==> src/rtl/switch_conditioner.sv <==
// Slide-switch front end: per-bit synchroniser and debouncer, plus a registered
// one-cycle change strobe with a mask of the bits that moved.
module switch_conditioner_lane #(
  parameter int SYNC_STAGES     = 2,
  parameter int DEBOUNCE_CYCLES = 1_000_000,
  parameter int CW              = $clog2(DEBOUNCE_CYCLES + 1)
) (
  input  logic clk_in,
  input  logic rst_n_in,
  input  logic raw,
  output logic level,
  output logic update
);
  localparam logic [CW-1:0] CNT_MAX = CW'(DEBOUNCE_CYCLES - 1);

  logic [SYNC_STAGES-1:0] sync_q;
  logic [CW-1:0]          cnt;
  logic                   sync_bit;

  assign sync_bit = sync_q[SYNC_STAGES-1];
  // Combinational so the top can register the strobe on the same edge as level.
  assign update   = (sync_bit != level) && (cnt == CNT_MAX);

  always_ff @(posedge clk_in or negedge rst_n_in) begin
    if (!rst_n_in) begin
      sync_q <= '0;
      cnt    <= '0;
      level  <= 1'b0;
    end else begin
      sync_q <= {sync_q[SYNC_STAGES-2:0], raw};
      // Any return to the accepted level throws away partial progress.
      if (sync_bit == level) begin
        cnt <= '0;
      end else if (cnt == CNT_MAX) begin
        level <= sync_bit;
        cnt   <= '0;
      end else begin
        cnt <= cnt + CW'(1);
      end
    end
  end
endmodule

module switch_conditioner #(
  parameter int WIDTH           = 16,
  parameter int SYNC_STAGES     = 2,
  parameter int DEBOUNCE_CYCLES = 1_000_000
) (
  input  logic             clk_in,
  input  logic             rst_n_in,
  input  logic [WIDTH-1:0] sw_raw_in,
  output logic [WIDTH-1:0] sw_out,
  output logic             sw_changed_out,
  output logic [WIDTH-1:0] changed_mask_out
);
  logic [WIDTH-1:0] update;

  for (genvar i = 0; i < WIDTH; i++) begin : g_lane
    switch_conditioner_lane #(
      .SYNC_STAGES    (SYNC_STAGES),
      .DEBOUNCE_CYCLES(DEBOUNCE_CYCLES)
    ) u_lane (
      .clk_in  (clk_in),
      .rst_n_in(rst_n_in),
      .raw     (sw_raw_in[i]),
      .level   (sw_out[i]),
      .update  (update[i])
    );
  end

  // Bits finishing together collapse into a single strobe.
  always_ff @(posedge clk_in or negedge rst_n_in) begin
    if (!rst_n_in) begin
      sw_changed_out   <= 1'b0;
      changed_mask_out <= '0;
    end else begin
      sw_changed_out   <= |update;
      changed_mask_out <= update;
    end
  end
endmodule

==> config.mk <==
export PLATFORM = sky130hd
export DESIGN_NAME = switch_conditioner
export DESIGN_NICKNAME = d
export VERILOG_FILES = /design/src/rtl/switch_conditioner.sv
export SDC_FILE = /design/constraint.sdc
export NUM_CORES = 1
export LEC_CHECK = 0
export BUFFER_PORTS_ARGS = -buffer_cell sky130_fd_sc_hd__buf_2
export CAP_MARGIN = 20
export CORE_ASPECT_RATIO = 0.7
export CORE_MARGIN = 10
export CORE_UTILIZATION = 45
export DETAILED_ROUTE_END_ITERATION = 7
export PLACE_DENSITY_LB_ADDON = 0.3
export RECOVER_POWER = 50
export SKIP_LAST_GASP = 1
export SLEW_MARGIN = 20
export SYNTH_ARGS = -nofsm -noshare
export SYNTH_HDL_FRONTEND = slang
export SYNTH_SLANG_ARGS = --single-unit
==> constraint.sdc <==
create_clock -name clk_in -period 2.68 [get_ports clk_in]
set_input_delay 0.402 -clock clk_in [delete_from_list [all_inputs] [get_ports clk_in]]
set_output_delay 0.402 -clock clk_in [all_outputs]
set_load 0.01 [all_outputs]
# Yosys cells after proc, flatten, opt, wreduce, memory -nomap -nowiden
# Cells that the tools add are included.
# totals
ff_bits,385
latchBits,0
mem_bits_rw,0
mem_bits_ro,0
inputBits,18
out_inout_bits,33
word_cells,195
n_memories,0
# op_classes
n_addsub,16
multipliers,0
div_mod_pow,0
n_lt_le_gt_ge,0
n_eq_ne,48
shifts,0
n_mux,32
n_bitwise,16
n_reduce_logical,33
# op_table
op,count
$mux 20,32
$add 20x1->20 const B,16
$eq 20x20->1 const B,16
$reduce_and 2->1,16
$eq 1x1->1,16
$logic_and 1x1->1,16
$ne 1x1->1,16
$not 1->1,16
$reduce_or 16->1,1

# Longest topological paths before layout
# logic_depth
ltp_word,3
mapped_depth,9
ltp_nobuf,6

# By module
# A second synthesis with hierarchy kept.
# hier_totals
cells_unflattened,1750
area_unflattened_um2,18313.8
# by_module_without_submodules
module,instances,cells_each,area_each_um2,seq_area_each_um2
switch_conditioner_lane,16,108,1116.1,575.6
switch_conditioner,1,22,456.7,425.4

# Worst setup path after synthesis
# OpenSTA, ideal clock, no wires.
# synth_timing
kind,register -> register
from,register g_lane[1].u_lane.cnt[12]
to,register g_lane[1].u_lane.cnt[11]
setup_ns,0.119
arrival_time_ns,1.994
required_time_ns,2.561
slack_ns,0.568
stages_incl_launch_ff,8
path_buffers,2
synth_period_minus_slack_ns,2.112
path_cell_list,dfrtp_1 > or4_1 > or4_1 > or2_1 > nand2b_2 > buf_6 > buf_8 > nor2_1
# synth_via
elab_chain_cells,3
# synth_rtl
item,line_no,rtl
"start, declared",17,logic [CW-1:0] cnt;
"start signal, assigned",38,cnt <= cnt + CW'(1);
$eq 20x20->1,34,end else if (cnt == CNT_MAX) begin
$mux 20,34,
$mux 20,32,if (sync_bit == level) begin
# No other way between the ends.
# A chain may end at the register's enable or synchronous reset.

# Final worst setup path
# layout_timing
from,register g_lane[11].u_lane.cnt[10]
to,register g_lane[11].u_lane.cnt[12]
# layout_via
elab_chain_cells,3
word_cells_on_any_way,4
cone_classes,1 x add/sub; 1 x eq/ne; 2 x mux
# layout_rtl
item,line_no
"start, declared",17
"start signal, assigned",38
$add 20x1->20 / $eq 20x20->1 (equally long branches),"38, 34"
$mux 20 *,34
$mux 20 *,32
# Mark *: on every way between the ends. The rest lies on a longest branch, timed or not.

==> metrics <==
Routed WL 33400 um; WP data required 3.07 ns; initial core utilization 0.458; Die W 257 um; CP Data Arrival Time 2.71 ns; DR vias/cell 5.05; Num CTS Buffers 40; CTS tree yes; Max-Cap Viols 1; outcome finished with violations; Worst R2R Path Depth 5; Reg2Reg Setup Slack 0.37 ns; CTS resizes 0; RSZ-0062 raised after global routing no; IO buf count 50; Hold WC Path Type register to register; Yosys reg bits 385; syn_area_per_cell 10.1 sq um; global-route wire length before repair 58500 um; worst vdd ir 0.565 mV; Leakage 8.54 nW; H-tree depth 2; Die Area 47700 sq um; Power Density 599 nW/um^2; drt drc 0; total power 11.9 mW; row count 60; Boundary Pins 51; Slew Limit Fails 67; post-synth top area share 0.545; Crit Reg-Reg Startpoint g_lane[11].u_lane.cnt[10]; final cell count without fillers 2375; Crit Path Max Fanout 18; dpl ws 0.382 ns; n_diodes 0; # clock sinks 385; Total Routing Usage GR 0.144; clk_skew 0.0226 ns; crit share post-route 0.863; Reg clk slew, reported paths 0.06 ns; critical path type register to register; final instance area 19900 sq um; Worst Setup End Kind register; placed cells 2286; via count 12.0k; vias in the first global route 11.8k; core area 38600 sq um; Worst R2R End g_lane[11].u_lane.cnt[12]; Distinct cells, synth 44; Root Driver clkbuf_16; area leader, netlist dfrtp_1; Post-CTS Setup Repair Bufs 0; Post-DRT Antenna Nets 0; Die H 186 um; register area share after synthesis 0.545; post-synthesis cell count 1749; Slew @ Worst Pin 1.77 ns; Hold WS 0.347 ns; gr ovfl total 0; layout cells sized above 1 0.0882; min Tclk post-route 2.31 ns; setup tns final 0 ns; violated checks max-capacitance violations, max-slew violations; worst skew pair latency 0.54 ns; Post-Syn Area 17700 sq um; clock tree buffer depth 3; Startpoint Class register; Post-DP Area 18500 sq um; fin util 0.517; Syn Nets 1783; Detailed Place HPWL 22800 um; Final Hold Viols 0; First-pass DRT Iterations 5; Area growth syn-to-layout 12.8%; hold path start g_lane[11].u_lane.sync_q[0]; largest net degree at the start of global routing 78; Final Setup Violations 0; Hold EP g_lane[11].u_lane.sync_q[1]; Rel. slew slack -0.182; YS warnings 0; GP Congestion 0.833; final net count 1852; initial antenna violation count 2; setup ws final 0.367 ns; first-iteration detailed-routing DRC count 907; Min-Delay Path Depth 0; Max Freq 432 MHz; ranking of synthesized cells by area dfrtp_1 54%, xnor2_1 9.4%, nor2_1 8.2%; routed wire length per instance 14.1 um
## area by class of cell
type,count,area (sq um)
Clock buffer,60,1220
Clock inverter,12,125
Fill cell,3480,18600
Inverter,53,199
Multi-Input combinational cell,1256,7540
Sequential cell,385,9630
Tap cell,527,659
Timing Repair Buffer,82,566
## cell usage after synthesis, drive strengths merged
cell and n:
a21oi 5, a31oi 1, and2 7, and3 61, and3b 3, and4 14, buf 28, clkbuf 27
dfrtp 385, ha 16, inv 53, mux2 16, nand2 82, nand2b 4, nand3 123, nand3b 3
nand4 61, nand4b 2, nand4bb 1, nor2 386, nor2b 8, nor3 59, nor3b 9, nor4 29
nor4b 15, nor4bb 7, o21ai 6, or2 15, or3 11, or3b 1, or4 10, or4b 3
xnor2 190, xor2 108
## worst max-delay path by stage
stage | startpoint | end | slack [ns] | cells past startpoint
final | g_lane[11].u_lane.cnt[10] | g_lane[11].u_lane.cnt[12] | 0.37 | 5
after global routing | rst_n_in | g_lane[5].u_lane.cnt[11] | 0.11 | 3
after CTS | g_lane[11].u_lane.cnt[10] | g_lane[11].u_lane.cnt[12] | 0.36 | 5
after detailed placement | g_lane[11].u_lane.cnt[10] | g_lane[11].u_lane.cnt[12] | 0.38 | 5
after global placement | g_lane[1].u_lane.cnt[12] | g_lane[1].u_lane.cnt[17] | 0.43 | 5
after floorplan | g_lane[1].u_lane.cnt[12] | g_lane[1].u_lane.cnt[11] | 0.57 | 7
## routing by layer
| layer | up-vias | wire length (um) | track usage |
|---|---|---|---|
| met5 | - | 13 | 0 |
| met4 | 2 | 540 | 0.0385 |
| met3 | 48 | 1290 | 0.0262 |
| met2 | 136 | 14600 | 0.219 |
| met1 | 5838 | 17000 | 0.208 |
| li1 | 5965 | - | - |
## power by group
group	internal [mW]	leakage, nW	switching [mW]	total (mW)
Sequential	5.90	5.27	0.0727	5.97
Clock	3.34	0.669	2.26	5.60
Combinational	0.113	2.60	0.252	0.366
## worst max-delay path, cell delays in order (launching register included)
cell and delay [ns]:
dfrtp_1 0.41, or4b_2 0.70, nor4_1 0.26, nand3_1 0.18, nand2_1 0.49, nor2_1 0.13
## cell usage in the layout, fill, tap and decap left out, types with 3 or more instances in the layout
master         instances
and3_1                61
or2_2                 12
mux2_2                15
nand3b_1               3
nor4bb_1               7
clkinv_2               6
and4_1                14
a21oi_1                5
nand2_1               81
nor4_1                29
clkbuf_16             41
or4_1                 10
clkbuf_1               7
xor2_1               108
nand3_1              123
xnor2_1              190
and3b_1                3
buf_2                 49
nor2_1               386
o21ai_0                5
dlygate4sd3_1         17
nor4b_1               15
and2_1                 7
clkbuf_8              12
nand2b_1               3
or3_1                 11
inv_6                  3
nand4_1               61
nor3b_1                9
ha_1                  16
inv_1                 53
nor2b_1                8
buf_4                 11
dfrtp_1              385
nor3_1                59
## state kept, by name, indices dropped and copies added, names as in the netlist
register and flops:
g_lane.u_lane.level 16, g_lane.u_lane.cnt 320, g_lane.u_lane.sync_q 32, sw_changed_out 1
changed_mask_out 16
## cell families after synthesis
kind of cell / share of synthesized area
adder cells (fa/ha/maj): 0.0113
AND/OR/NAND/NOR: 0.254
multiplexers: 0.0104
flip-flops: 0.545
XOR/XNOR: 0.148
buffers and inverters: 0.0282
AO/OA/AOI/OAI: 0.00347
## timing repair
| action | 4_1_cts | 5_1_grt |
|---|---|---|
| hold endpoints to repair | 76 | 0 |
| hold buffers | 17 | 0 |
| endpoints found under the setup margin | 0 | 0 |
Power figures use the tool's default switching activity.
